## src/rtl/seq_mult_rr_ctrl_pkg.sv

```systemverilog
// seq_mult_pkg: shared definitions for the round-robin multiplier controller.
//   - state_t   : controller FSM encoding (IDLE=0, LOAD=1, RUN=2, DONE=3)
//   - DEF_*     : default sizing used by the controller and its interface
package seq_mult_pkg;

  typedef enum logic [1:0] {
    IDLE = 2'd0,
    LOAD = 2'd1,
    RUN  = 2'd2,
    DONE = 2'd3
  } state_t;

  localparam int DEF_NREQ     = 4;
  localparam int DEF_WIDTH    = 6;
  localparam int DEF_MULT_LAT = 6;

endpackage

```

## src/rtl/seq_mult_rr_ctrl_if.sv

```systemverilog
// seq_mult_rr_ctrl_if: requester-side bus of the shared multiplier controller.
//   req        : per-requester request level, held with operands until gnt
//   req_a/b    : packed operands, requester i at [i*WIDTH +: WIDTH]
//   gnt        : one-hot pulse, operands of that requester were taken
//   resp_valid : pulse qualifying resp_id / resp_prod
//   resp_id    : requester the result belongs to
//   resp_prod  : unsigned product, held after resp_valid
//   busy       : controller not idle
// master = requester side, slave = controller side.
interface seq_mult_rr_ctrl_if
  import seq_mult_pkg::*;
#(
  parameter int NREQ  = DEF_NREQ,
  parameter int WIDTH = DEF_WIDTH
);
  localparam int IDX_W = $clog2(NREQ);

  logic [NREQ-1:0]       req;
  logic [NREQ*WIDTH-1:0] req_a;
  logic [NREQ*WIDTH-1:0] req_b;
  logic [NREQ-1:0]       gnt;
  logic                  resp_valid;
  logic [IDX_W-1:0]      resp_id;
  logic [2*WIDTH-1:0]    resp_prod;
  logic                  busy;

  modport master (
    output req, req_a, req_b,
    input  gnt, resp_valid, resp_id, resp_prod, busy
  );

  modport slave (
    input  req, req_a, req_b,
    output gnt, resp_valid, resp_id, resp_prod, busy
  );

endinterface

```

## src/rtl/seq_mult_rr_ctrl_rr_pick.sv

```systemverilog
// rr_pick: combinational round-robin winner selection.
//   req    : request vector
//   ptr    : index of the last winner; search starts at ptr+1 (mod NREQ)
//   onehot : one-hot winner (all zero when no request)
//   idx    : winner index (0 when no request)
//   any    : at least one request present
module rr_pick #(
  parameter int NREQ  = 4,
  parameter int IDX_W = $clog2(NREQ)
) (
  input  logic [NREQ-1:0]  req,
  input  logic [IDX_W-1:0] ptr,
  output logic [NREQ-1:0]  onehot,
  output logic [IDX_W-1:0] idx,
  output logic             any
);

  logic             found;
  logic [IDX_W-1:0] cand;

  // Walk offsets 1..NREQ from the pointer; offset NREQ lands back on the
  // last winner, so it is only chosen when nobody else is asking.
  always_comb begin
    onehot = '0;
    idx    = '0;
    found  = 1'b0;
    cand   = '0;
    any    = |req;
    for (int i = 1; i <= NREQ; i++) begin
      cand = IDX_W'((int'(ptr) + i) % NREQ);
      if (!found && req[cand]) begin
        found        = 1'b1;
        onehot[cand] = 1'b1;
        idx          = cand;
      end
    end
  end

endmodule

```

## src/rtl/seq_mult_rr_ctrl.sv

```systemverilog
// seq_mult_rr_ctrl: shares one sequential multiplier among NREQ requesters.
//   clk, rst      : clock, synchronous active-low reset
//   bus (slave)   : requester bus (req/operands in, gnt/response out)
//   mult_rst      : active-high multiplier reset, follows ~rst
//   mult_load     : multiplier load strobe (LOAD state)
//   mult_a/mult_b : captured operands, held until the next capture
//   mult_product  : multiplier result, valid MULT_LAT cycles after load
module seq_mult_rr_ctrl
  import seq_mult_pkg::*;
#(
  parameter int NREQ     = DEF_NREQ,
  parameter int WIDTH    = DEF_WIDTH,
  parameter int MULT_LAT = DEF_MULT_LAT
) (
  input  logic               clk,
  input  logic               rst,
  seq_mult_rr_ctrl_if.slave  bus,
  output logic               mult_rst,
  output logic               mult_load,
  output logic [WIDTH-1:0]   mult_a,
  output logic [WIDTH-1:0]   mult_b,
  input  logic [2*WIDTH-1:0] mult_product
);

  localparam int IDX_W = $clog2(NREQ);
  localparam int CNT_W = $clog2(MULT_LAT + 1);

  state_t             state, state_nxt;
  logic [IDX_W-1:0]   ptr_q, win_q, pick_idx;
  logic [NREQ-1:0]    win_oh_q, pick_oh;
  logic               pick_any;
  logic               capture;
  logic [WIDTH-1:0]   a_q, b_q;
  logic [CNT_W-1:0]   cnt_q;
  logic [2*WIDTH-1:0] prod_q;

  rr_pick #(.NREQ(NREQ), .IDX_W(IDX_W)) u_pick (
    .req    (bus.req),
    .ptr    (ptr_q),
    .onehot (pick_oh),
    .idx    (pick_idx),
    .any    (pick_any)
  );

  // A new operation may only start from IDLE or straight out of DONE.
  assign capture = pick_any && ((state == IDLE) || (state == DONE));

  always_ff @(posedge clk) begin
    if (!rst) state <= IDLE;
    else      state <= state_nxt;
  end

  always_comb begin
    state_nxt = state;
    case (state)
      IDLE:    if (capture) state_nxt = LOAD;
      LOAD:    state_nxt = RUN;
      RUN:     if (cnt_q == CNT_W'(1)) state_nxt = DONE;
      DONE:    state_nxt = capture ? LOAD : IDLE;
      default: state_nxt = IDLE;
    endcase
  end

  // Winner, pointer and operands are taken on the edge leaving IDLE/DONE;
  // the pointer moves only when a requester is actually chosen.
  always_ff @(posedge clk) begin
    if (!rst) begin
      ptr_q    <= IDX_W'(NREQ - 1);
      win_q    <= '0;
      win_oh_q <= '0;
      a_q      <= '0;
      b_q      <= '0;
      cnt_q    <= '0;
      prod_q   <= '0;
    end else begin
      if (capture) begin
        ptr_q    <= pick_idx;
        win_q    <= pick_idx;
        win_oh_q <= pick_oh;
        a_q      <= bus.req_a[pick_idx*WIDTH +: WIDTH];
        b_q      <= bus.req_b[pick_idx*WIDTH +: WIDTH];
      end
      if (state == LOAD)                    cnt_q <= CNT_W'(MULT_LAT);
      else if (state == RUN && cnt_q != '0) cnt_q <= cnt_q - CNT_W'(1);
      if (state == DONE) prod_q <= mult_product;
    end
  end

  // In DONE the product is passed straight through; afterwards the
  // registered copy keeps resp_prod stable.
  always_comb begin
    bus.gnt        = (state == LOAD) ? win_oh_q : '0;
    mult_load      = (state == LOAD);
    bus.resp_valid = (state == DONE);
    bus.resp_id    = win_q;
    bus.resp_prod  = (state == DONE) ? mult_product : prod_q;
    bus.busy       = (state != IDLE);
  end

  assign mult_rst = ~rst;
  assign mult_a   = a_q;
  assign mult_b   = b_q;

endmodule

```

## src/flat_wrapper.sv

```systemverilog
// flat-port wrapper written by rule: the top's interface ports become plain ports
module seq_mult_rr_ctrl_flat import seq_mult_pkg::*;
#(
  parameter int NREQ     = DEF_NREQ,
  parameter int WIDTH    = DEF_WIDTH,
  parameter int MULT_LAT = DEF_MULT_LAT
)
  (clk, rst, mult_rst, mult_load, mult_a, mult_b, mult_product, bus_req, bus_req_a, bus_req_b, bus_gnt, bus_resp_valid, bus_resp_id, bus_resp_prod, bus_busy);
  seq_mult_rr_ctrl_if #(.NREQ(NREQ), .WIDTH(WIDTH)) bus_i ();
  input  logic clk;
  input  logic rst;
  output logic mult_rst;
  output logic mult_load;
  output logic [WIDTH-1:0] mult_a;
  output logic [WIDTH-1:0] mult_b;
  input  logic [2*WIDTH-1:0] mult_product;
  input wire logic [$bits(bus_i.req)-1:0] bus_req;
  input wire logic [$bits(bus_i.req_a)-1:0] bus_req_a;
  input wire logic [$bits(bus_i.req_b)-1:0] bus_req_b;
  output wire logic [$bits(bus_i.gnt)-1:0] bus_gnt;
  output wire logic [$bits(bus_i.resp_valid)-1:0] bus_resp_valid;
  output wire logic [$bits(bus_i.resp_id)-1:0] bus_resp_id;
  output wire logic [$bits(bus_i.resp_prod)-1:0] bus_resp_prod;
  output wire logic [$bits(bus_i.busy)-1:0] bus_busy;
  assign bus_i.req = bus_req;
  assign bus_i.req_a = bus_req_a;
  assign bus_i.req_b = bus_req_b;
  assign bus_gnt = bus_i.gnt;
  assign bus_resp_valid = bus_i.resp_valid;
  assign bus_resp_id = bus_i.resp_id;
  assign bus_resp_prod = bus_i.resp_prod;
  assign bus_busy = bus_i.busy;
  seq_mult_rr_ctrl #(.NREQ(NREQ), .WIDTH(WIDTH), .MULT_LAT(MULT_LAT)) u_core (.clk(clk), .rst(rst), .bus(bus_i), .mult_rst(mult_rst), .mult_load(mult_load), .mult_a(mult_a), .mult_b(mult_b), .mult_product(mult_product));
endmodule
```

## config.mk

```make
export PLATFORM = sky130hd
export DESIGN_NAME = seq_mult_rr_ctrl_flat
export DESIGN_NICKNAME = d
export VERILOG_FILES = /design/src/rtl/seq_mult_rr_ctrl_pkg.sv /design/src/rtl/seq_mult_rr_ctrl_if.sv /design/src/rtl/seq_mult_rr_ctrl_rr_pick.sv /design/src/rtl/seq_mult_rr_ctrl.sv /design/src/flat_wrapper.sv
export SDC_FILE = /design/constraint.sdc
export NUM_CORES = 1
export LEC_CHECK = 0
export CORE_ASPECT_RATIO = 1.2
export CORE_MARGIN = 2
export CORE_UTILIZATION = 44
export DETAILED_ROUTE_END_ITERATION = 8
export PLACE_DENSITY = 0.78
export SYNTH_ARGS = -nofsm -noshare
export SYNTH_HDL_FRONTEND = slang
export SYNTH_SLANG_ARGS = --single-unit
export TNS_END_PERCENT = 5
```

## constraint.sdc

```tcl
create_clock -name clk -period 3.38 [get_ports clk]
set_input_delay 0.507 -clock clk [delete_from_list [all_inputs] [get_ports clk]]
set_output_delay 0.507 -clock clk [all_outputs]
set_load 0.005 [all_outputs]
```

* After elaboration in Yosys (flattened, before gate mapping)
Cells that the tools add are included.
** Storage, ports and cells
- Register bits after elaboration :: 37
- Input port bits :: 66
- Output and inout port bits :: 34
- Logic and storage cells :: 90
** Cells by class
- $add $sub $neg :: 5
- $mul :: 1
- Order comparisons :: 8
- Eq/ne operators :: 6
- Shift operators :: 2
- Muxes and demuxes :: 35
- Bitwise gates (word level) :: 4
- Reductions and logical operators :: 20
** Operators with widths (count)
- 24-bit by 6-bit variable part select with 6-bit output :: 2
- 4-bit two-way mux :: 5
- 2-bit by 3-bit < comparator with 1-bit output (second input constant) :: 4
- 1-bit two-way mux :: 12
- 12-bit two-way mux :: 1
- 2-bit two-way mux :: 6
- 4-bit bitwise OR :: 3
- 1-bit logical AND :: 9
- 1-bit binary-select mux with 2-bit select :: 4
- 1-bit demux with 2-bit select :: 4
- 2-bit by 1-bit greater-or-equal comparator with 1-bit output (second input constant) :: 4
- 2-bit case mux with 4 select lines :: 1
- 3-bit two-way mux :: 2
- 2-bit by 1-bit adder with 2-bit output (second input constant) :: 2
- 2-bit adder (second input constant) :: 2
- 2-bit == test (second input constant) :: 2
- 2-bit by 2-bit multiplier with 4-bit output (second input constant) :: 1
- 2-bit by 1-bit != test with 1-bit output (second input constant) :: 2
- 2-bit nonzero test :: 2
- 4-bit OR reduction :: 1
- 3-bit by 1-bit == test with 1-bit output (second input constant) :: 1
- 1-bit logical NOT :: 3
- 3-bit nonzero test :: 1
- 3-bit by 1-bit subtractor with 3-bit output (second input constant) :: 1
- other kinds (6) :: 6

* Depth between registers and ports, before layout
Gate-level depths: netlist (run 1).
- Depth after elaboration :: 15
- Gate-level depth with buffers :: 11
- Depth with buffers taken out :: 8

* Hierarchy
Synthesis (run 1) repeated with hierarchy kept, for this count alone.
** Second synthesis, totals
- Cells, all modules :: 247
- Area, all modules :: 2421.1 um^2
** By module, submodules not included
- seq_mult_rr_ctrl :: times used 1, cells an instance 177, area an instance 1880.6 um^2, sequential area each 740.7 um^2
- rr_pick :: times used 1, cells an instance 70, area an instance 540.5 um^2, sequential area each 0.0 um^2

* Worst setup path before layout (run 1)
Ideal clock, no wire load.
- Path type :: reg-to-reg
- From :: reg u_core.ptr_q[0]
- To :: reg u_core.a_q[5], in the netlist u_core.mult_a[5]
- Setup time :: 0.120 ns
- Arrival time :: 2.590 ns
- Required time :: 3.260 ns
- Slack :: 0.670 ns
- Stages on the path, launching flop included :: 11
- Buffers on the path :: 3
- Period minus slack after synthesis :: 2.710 ns
- Cells stage by stage :: dfxtp_1 buf_6 inv_2 ha_1 buf_6 mux2_4 o41ai_4 buf_6 mux2i_1 a2bb2oi_1 o21ai_1
** Between the ends
- Word-level cells in the longest chain between the ends :: 15
- Elaborated cells between the ends (all ways) :: 27
- Those cells by class :: 4 x add/sub; 1 x mul; 1 x shift; 15 x mux; 6 x reduce/logical
** RTL lines
- start, declared :: line seq_mult_rr_ctrl.sv:29 : logic [IDX_W-1:0] ptr_q, win_q, pick_idx;
- start signal, assigned :: line seq_mult_rr_ctrl.sv:68 : ptr_q <= IDX_W'(NREQ - 1);
- start signal, assigned :: line seq_mult_rr_ctrl.sv:77 : ptr_q <= pick_idx;
- 2-bit by 1-bit adder with 2-bit output :: line seq_mult_rr_ctrl_rr_pick.sv:30 : cand = IDX_W'((int'(ptr) + i) % NREQ);
- 1-bit binary-select mux with 2-bit select :: line seq_mult_rr_ctrl_rr_pick.sv:31 : if (!found && req[cand]) begin
- 1-bit two-way mux (not written as such) :: line seq_mult_rr_ctrl_rr_pick.sv:31
- 1-bit two-way mux :: line seq_mult_rr_ctrl_rr_pick.sv:31
- 1-bit logical NOT :: line seq_mult_rr_ctrl_rr_pick.sv:31
- 1-bit logical AND :: line seq_mult_rr_ctrl_rr_pick.sv:31
- 1-bit two-way mux :: line seq_mult_rr_ctrl_rr_pick.sv:31
- 1-bit logical NOT :: line seq_mult_rr_ctrl_rr_pick.sv:31
- 1-bit logical AND :: line seq_mult_rr_ctrl_rr_pick.sv:31
- 1-bit two-way mux :: line seq_mult_rr_ctrl_rr_pick.sv:31
- 1-bit logical NOT :: line seq_mult_rr_ctrl_rr_pick.sv:31
- 1-bit logical AND :: line seq_mult_rr_ctrl_rr_pick.sv:31
- 2-bit two-way mux (*) :: line seq_mult_rr_ctrl_rr_pick.sv:31
- 2-bit by 2-bit multiplier with 4-bit output (*) :: line seq_mult_rr_ctrl.sv:80 : a_q <= bus.req_a[pick_idx*WIDTH +: WIDTH];
- 24-bit by 6-bit variable part select with 6-bit output (*) :: line seq_mult_rr_ctrl.sv:80
- end signal, assigned :: line seq_mult_rr_ctrl.sv:80
- end, declared :: line seq_mult_rr_ctrl.sv:33 : logic [WIDTH-1:0] a_q, b_q;
Mark *: on every way between the ends. The rest lies on a longest branch, timed or not. The select of a mux whose other input is x is not followed.
A chain may end at the register's enable or synchronous reset.

* Final worst setup path (run 1)
Ends and elaborated chain as after synthesis.

==> results by group, run 1 <==
Critical path
  – CP Data Arrival Time: 2.85 ns
  – Crit Path Category: flip-flop to flip-flop
  – CP required: 3.56 ns
  – CP Max Fanout: 24
  – CP peak stage delay: 0.54 ns
  – Crit end category: flip-flop
  – CP max-delay cell: ha_1
  – Crit path top cell by count: mux2i_1
  – Worst path bufs/invs: 2
  – Crit-path cells: inv_2, ha_1, mux2i_1, o21ba_1, o41ai_4, buf_4, mux2i_1, a2bb2oi_1, o21ai_1
  – Worst setup SP type: flip-flop
  – Family with the most delay on the worst path: compound AO/OA/AOI/OAI gates

Power and ir drop
  – Psw: 0.000940 W
  – Combinational share of power: 0.593
  – Pleak: 1.50 nW
  – Peak supply drop: 0.365 mV
  – Sw Ratio: 0.378
  – Int Pwr: 0.00155 W
  – Reg power frac: 0.246
  – Clock Power Share: 0.161
  – Power per cell area: 675 nW/um2

Synth
  – Seq/Total Area, Yosys: 0.289
  – Synth warn: 0
  – Syn Inst Count: 276
  – Mapped Area: 2560 um2
  – FF+latch count, synth: 37
  – Post-synth EDFFs: 0
  – Yosys cell types: 53
  – Main synth FF type: dfxtp_1
  – Post-synthesis net count: 358
  – FFs w/ async S/R, synth: 0
  – Syn avg cell area: 9.28 um2

Drt
  – DRC errors left: 0
  – Post-route ant nets: 0
  – DR pass1 iterations: 4
  – Routed vias/inst: 5.38
  – DR WL/cell: 13.7 um
  – Via count: 2,350
  – WL final: 5970 um
  – First DRT Iteration DRCs: 46

STA
  – RSZ-0062 raised after global routing: no
  – Setup TNS: 0 ns
  – Worst Tran Pin Value: 0.585 ns
  – Slew margin rel.: 0.610
  – Clock Skew: 0.00560 ns
  – Crit path time final: 2.67 ns
  – Fmax: 374 MHz
  – Fin crit share: 0.790
  – Final setup vio count: 0
  – Final hold violation count: 0
  – Pins Over Slew Limit: 0

Floorplan
  – I/O Pins: 100
  – Chip width: 73.6 um
  – Core area: 5630 um2
  – Initial Util: 0.455
  – Die Y: 87.6 um
  – Row cnt: 30
  – Die area: 6450 um2

Clocking
  – CTS Sinks: 37
  – Post-CTS sizing: 0
  – Inserted Clock Buffers: 5
  – H-Tree Depth: 2
  – CTS max path bufs: 2
  – CTS tree: yes
  – Clock transition at path regs: 0.08 ns
  – Worst-skew pair later-pin latency: 0.29 ns
  – Hold-fix buffers, CTS: 0
  – Root buffer selected by CTS: clkbuf_8
  – Post-CTS Setup Repair Bufs: 0

Global routing
  – Largest net degree at the start of global routing: 25
  – Initial antenna violation count: 0
  – GR Overflow Total: 0
  – Number of global-route vias before repair: 2,187
  – First-pass GRT wire length: 9940 um
  – Total GRT Usage: 0.193

Cells and area
  – Register Area: 741 um2
  – ANT cells: 0
  – Most common cell after layout, fill and taps aside: clkdlybuf4s50_1
  – Area of the multi-input gates: 1660 um2
  – Layout cell share with drive strength beyond 1: 0.131
  – Commonest cells after routing, fill and taps aside: clkdlybuf4s50_1 (99), dfxtp_1 (37), mux2i_1 (28)
  – P&R area growth vs syn: 44.2%
  – Fillers: 491
  – Nets: 454
  – Final design utilization: 0.656

Status
  – Status: complete, no violations

Placement
  – Placer Congestion: 0.794
  – DP HPWL: 4690 um
  – PortBufs: 99

Worst hold path
  – Hold WC Path Type: flip-flop to flip-flop

Job
  – Max Cap Viol: 0
==> worst min-delay path: cells and delay by family, from the launching register on <==
family             cells  cell delay (ns)
DFF                    1             0.33
and+or+nand+nor        1             0.06
AOI/OAI and AO/OA      1             0.06
==> routing by layer <==
layer,routed length (um),GRT usage
met1,2350,0.235
met5,0,0
met4,104,0.0579
met3,484,0.0575
met2,3030,0.325
==> path summary, 6_finish.rpt <==
kind / end / startpoint / depth (start not counted) / slack [ns]
setup reg to reg: u_core.mult_a[5]$_SDFFE_PN0P_ / u_core.ptr_q[0]$_SDFFE_PN1P_ / 9 / 0.71
hold reg to reg: u_core.mult_b[4]$_SDFFE_PN0P_ / u_core.mult_b[4]$_SDFFE_PN0P_ / 2 / 0.48
setup / recovery: u_core.mult_a[5]$_SDFFE_PN0P_ / u_core.ptr_q[0]$_SDFFE_PN1P_ / 9 / 0.71
hold / removal: u_core.mult_b[4]$_SDFFE_PN0P_ / u_core.mult_b[4]$_SDFFE_PN0P_ / 2 / 0.48
==> Yosys cell counts, types with 2 or more instances <==
cell       instances  area share
a2bb2oi_1          2      0.0068
mux4_2             2       0.018
ha_1              16       0.078
nor2b_1            3      0.0073
nor2_1            16       0.023
o22ai_1            2      0.0049
inv_1             10       0.015
buf_6              5       0.022
o21ai_0            7       0.014
xnor2_1            2      0.0068
a31oi_1            2      0.0049
o221ai_1           2      0.0068
o211ai_2           9       0.044
a21oi_1           11       0.022
buf_4              2      0.0059
o211ai_1           3      0.0088
nand2_1           20       0.029
and2_1            16       0.039
and2b_1            2      0.0059
a22oi_1            4       0.012
clkbuf_1           5      0.0073
mux2_4             2       0.012
o21ai_1            9       0.018
buf_2              5      0.0098
or2_1              4      0.0098
nor3_1             4      0.0078
or2_0              6       0.015
dfxtp_1           37        0.29
a211oi_1           2      0.0059
mux2i_1           28        0.11
mux2_2            15       0.066
a311o_1            2      0.0078
==> cell families after synthesis <==
group	synth area share
compound gates	0.197
xor+xnor	0.00684
fa+ha+maj	0.0782
buf+inv	0.0640
flops	0.289
mux	0.205
simple gates	0.160
==> through the flow <==
stage          power [W]  setup WS (ns)  area, um2  cells  hold slack, ns
2_1_floorplan    0.00167          0.670       2560    276           0.457
3_3_place_gp     0.00207          0.588       3570    429           0.446
3_5_place_dp     0.00211          0.539       3570    429           0.457
4_1_cts          0.00251          0.704       3690    437           0.483
5_1_grt          0.00269          0.505       3690    437           0.494
6_report         0.00249          0.709       3690    437           0.479
==> cell type report <==
cell class	instances	share of cell area
clock buffer	6	0.0224
clock inverter	2	0.0102
inverter	12	0.0122
multi-input combinational	209	0.448
sequential	37	0.201
tap	64	0.0217
timing repair buffer	107	0.285
==> state kept, by name (all words and copies together), names as in the netlist <==
| register | cells |
|---|---|
| u_core.mult_b | 6 |
| u_core.win_oh_q | 4 |
| u_core.mult_a | 6 |
| u_core.state | 2 |
| u_core.bus.resp_id | 2 |
| u_core.ptr_q | 2 |
| u_core.prod_q | 12 |
| u_core.cnt_q | 3 |
==> power by group through the flow <==
stage	Sequential, W	Clock (W)	Combinational, W
after CTS	0.000613	0.000411	0.00149
final	0.000612	0.000402	0.00148
after detailed placement	0.000620	0	0.00149
after global routing	0.000628	0.000431	0.00163
after global placement	0.000617	0	0.00145
after floorplan	0.000625	0	0.00104
(Power assumes the default switching activity.)
==> inputs of run 2 (changes only) <==
==> constraint.sdc (replaced) <==
create_clock -name clk -period 2.5 [get_ports clk]
set_input_delay 0.375 -clock clk [delete_from_list [all_inputs] [get_ports clk]]
set_output_delay 0.375 -clock clk [all_outputs]
set_load 0.005 [all_outputs]
==> run 2 against run 1 <==
Against the previous run: design area up 3.4%; sequential power grew 37%; count of clock-buffer cells in the layout is the same; via count rose by 1.3%; fmax up 12%; non-clock buffer count rose by 11; final cell count is 2.3% higher; die area unchanged; sequential cell count is the same.
==> results by group, run 2 (synthesis gave the netlist of run 1 again) <==
Clocking
  – CTS max path bufs: 2 (unchanged)
  – CTS tree: yes
  – Root buffer selected by CTS: clkbuf_8
  – Clock transition at path regs: 0.07 ns (about the same)
  – Post-CTS Setup Repair Bufs: 0 (unchanged)
  – Worst-skew pair later-pin latency: 0.29 ns (about the same)
  – Inserted Clock Buffers: 5 (unchanged)
  – Hold-fix buffers, CTS: 0 (unchanged)
  – H-Tree Depth: 2 (unchanged)
  – CTS Sinks: 37 (unchanged)
  – Post-CTS sizing: 0 (unchanged)

STA
  – Fin crit share: 0.953 (+0.162)
  – Worst Tran Pin Value: 0.791 ns (+0.206 ns)
  – Final setup vio count: 0 (unchanged)
  – Clock Skew: 0.00498 ns (-0.000625 ns)
  – Slew margin rel.: 0.471 (-0.139)
  – Pins Over Slew Limit: 0 (unchanged)
  – Final hold violation count: 0 (unchanged)
  – Crit path time final: 2.38 ns (-0.289 ns)
  – Fmax: 420 MHz (+12%)

Drt
  – First DRT Iteration DRCs: 53 (+15%)
  – DR pass1 iterations: 4 (unchanged)
  – Post-route ant nets: 0 (unchanged)
  – DRC errors left: 0 (unchanged)
  – WL final: 6210 um (+3.9%)
  – Routed vias/inst: 5.33 (-0.95%)
  – Via count: 2,381 (+1.3%)
  – DR WL/cell: 13.9 um (+1.6%)

Cells and area
  – Final Cell Area: 3820 um2 (+3.4%)
  – Register Area: 746 um2 (+0.68%)
  – Most common cell after layout, fill and taps aside: clkdlybuf4s50_1
  – Commonest cells after routing, fill and taps aside: clkdlybuf4s50_1 (99), dfxtp_1 (35), mux2i_1 (28)
  – Fillers: 492 (+0.20%)
  – Reg with most FFs: u_core.prod_q
  – Number of flip-flops in the largest register: 12 (unchanged)
  – Final design utilization: 0.678 (+0.0222)
  – P&R area growth vs syn: 49.1%
  – Layout cell share with drive strength beyond 1: 0.167 (+0.0357)
  – Area of the multi-input gates: 1670 um2 (+1.1%)
  – Nets: 465 (+2.4%)
  – ANT cells: 0 (unchanged)

Power and ir drop
  – Power per cell area: 907 nW/um2 (+34%)
  – Peak supply drop: 0.410 mV (+12%)
  – Total design power: 0.00346 W (+39%)
  – Pleak: 1.55 nW (+3.6%)

Critical path
  – Reg2Reg Setup Slack: 0.12 ns (-0.59 ns)
  – Crit Path Category: flip-flop to flip-flop
  – Worst setup SP type: flip-flop
  – Worst-case reg-to-reg path depth: 8 (-1)
  – CP Data Arrival Time: 2.55 ns (-0.30 ns)
  – Reg-to-Reg Start: u_core.ptr_q[1]$_SDFFE_PN1P_
  – Crit end category: flip-flop
  – CP required: 2.67 ns (-0.89 ns)
  – RR Endpoint: u_core.mult_b[0]$_SDFFE_PN0P_
  – CP Max Fanout: 12 (-50%)

Floorplan
  – I/O Pins: 100 (unchanged)
  – Die Y: 87.6 um (unchanged)
  – Row cnt: 30 (unchanged)
  – Core area: 5630 um2 (unchanged)
  – Die area: 6450 um2 (unchanged)
  – Chip width: 73.6 um (unchanged)
  – Initial Util: 0.455 (unchanged)

Global routing
  – Total GRT Usage: 0.194 (+0.00165)
  – Initial antenna violation count: 0 (unchanged)
  – Number of global-route vias before repair: 2,250 (+2.9%)
  – GR Overflow Total: 0 (unchanged)
  – First-pass GRT wire length: 9980 um (+0.35%)
  – Largest net degree at the start of global routing: 25 (unchanged)

Worst hold path
  – Hold Path Stages: 2 (unchanged)
  – Hold WC Path Type: flip-flop to flip-flop
  – Hold_sp: u_core.mult_b[5]$_SDFFE_PN0P_
  – Hold EP: u_core.mult_b[5]$_SDFFE_PN0P_

Status
  – Status: complete, no violations

Placement
  – DP HPWL: 4800 um (+2.4%)
  – Placer Congestion: 0.814 (+2.5%)
  – Placed Instance Area: 3700 um2 (+3.7%)
  – PortBufs: 99 (unchanged)

Job
  – Max Cap Viol: 0 (unchanged)
-- run 2: changes by cell type in the layout (fill, tap and decap cells not counted), sizes merged --
cell | before | now
inv | 11 | 12
clkinvlp | 1 | 0
clkbuf | 6 | 7
bufinv | 1 | 0
buf | 8 | 18
-- run 2: critical path, cell delays in order, from the launching register on --
cell and delay (ns):
dfxtp_2 0.34, inv_2 0.07, ha_4 0.34, mux2_4 0.34, o41ai_4 0.48, buf_12 0.21
mux2i_1 0.20, or2_0 0.18, o211ai_2 0.10
-- run 2: worst max-delay path by stage --
stage                                 startpoint                            end
global placement                      bus_req[3]  u_core.mult_a[3]$_SDFFE_PN0P_
floorplan           u_core.ptr_q[0]$_SDFFE_PN1P_  u_core.mult_a[5]$_SDFFE_PN0P_
detailed placement                    bus_req[1]  u_core.mult_b[5]$_SDFFE_PN0P_
global route        u_core.ptr_q[0]$_SDFFE_PN1P_  u_core.mult_b[0]$_SDFFE_PN0P_
CTS                 u_core.ptr_q[1]$_SDFFE_PN1P_  u_core.mult_a[4]$_SDFFE_PN0P_
finish              u_core.ptr_q[1]$_SDFFE_PN1P_  u_core.mult_b[0]$_SDFFE_PN0P_
-- run 2: cell type report --
class,instances,area share
Multi-Input combinational cell,209,0.439
Clock inverter,1,0.00164
Timing Repair Buffer,118,0.308
Inverter,12,0.0138
Clock buffer,6,0.0216
Tap cell,64,0.0210
Sequential cell,37,0.195
-- run 2: power breakdown --
| group | switching, W | total [W] | internal [W] | leakage [nW] |
|---|---|---|---|---|
| Combinational | 0.00103 | 0.00219 | 0.00117 | 1.20 |
| Clock | 0.000210 | 0.000428 | 0.000219 | 0.0476 |
| Sequential | 0.0000848 | 0.000841 | 0.000756 | 0.304 |
| Total | 0.00132 | 0.00346 | 0.00214 | 1.55 |
-- run 2: per-layer routing --
metal | vias up | wire length [um] | part of all wire | track usage
li1 | 1196 | - | - | -
met1 | 1096 | 2550 | 0.41 | 0.237
met2 | 83 | 3070 | 0.50 | 0.333
met3 | 6 | 505 | 0.081 | 0.0610
met4 | 0 | 74 | 0.012 | 0.0446
met5 | - | 0 | 0 | 0
-- run 2: stage by stage --
step	hold slack (ns)	worst slack [ns]	setup TNS, ns	instances
2_1_floorplan	0.457	-0.0706	-0.401	276
3_3_place_gp	0.449	-0.0112	-0.0674	439
3_5_place_dp	0.456	-0.0372	-0.0890	439
4_1_cts	0.466	0.113	0	446
5_1_grt	0.498	-0.00808	-0.00808	447
6_report	0.463	0.119	0	447
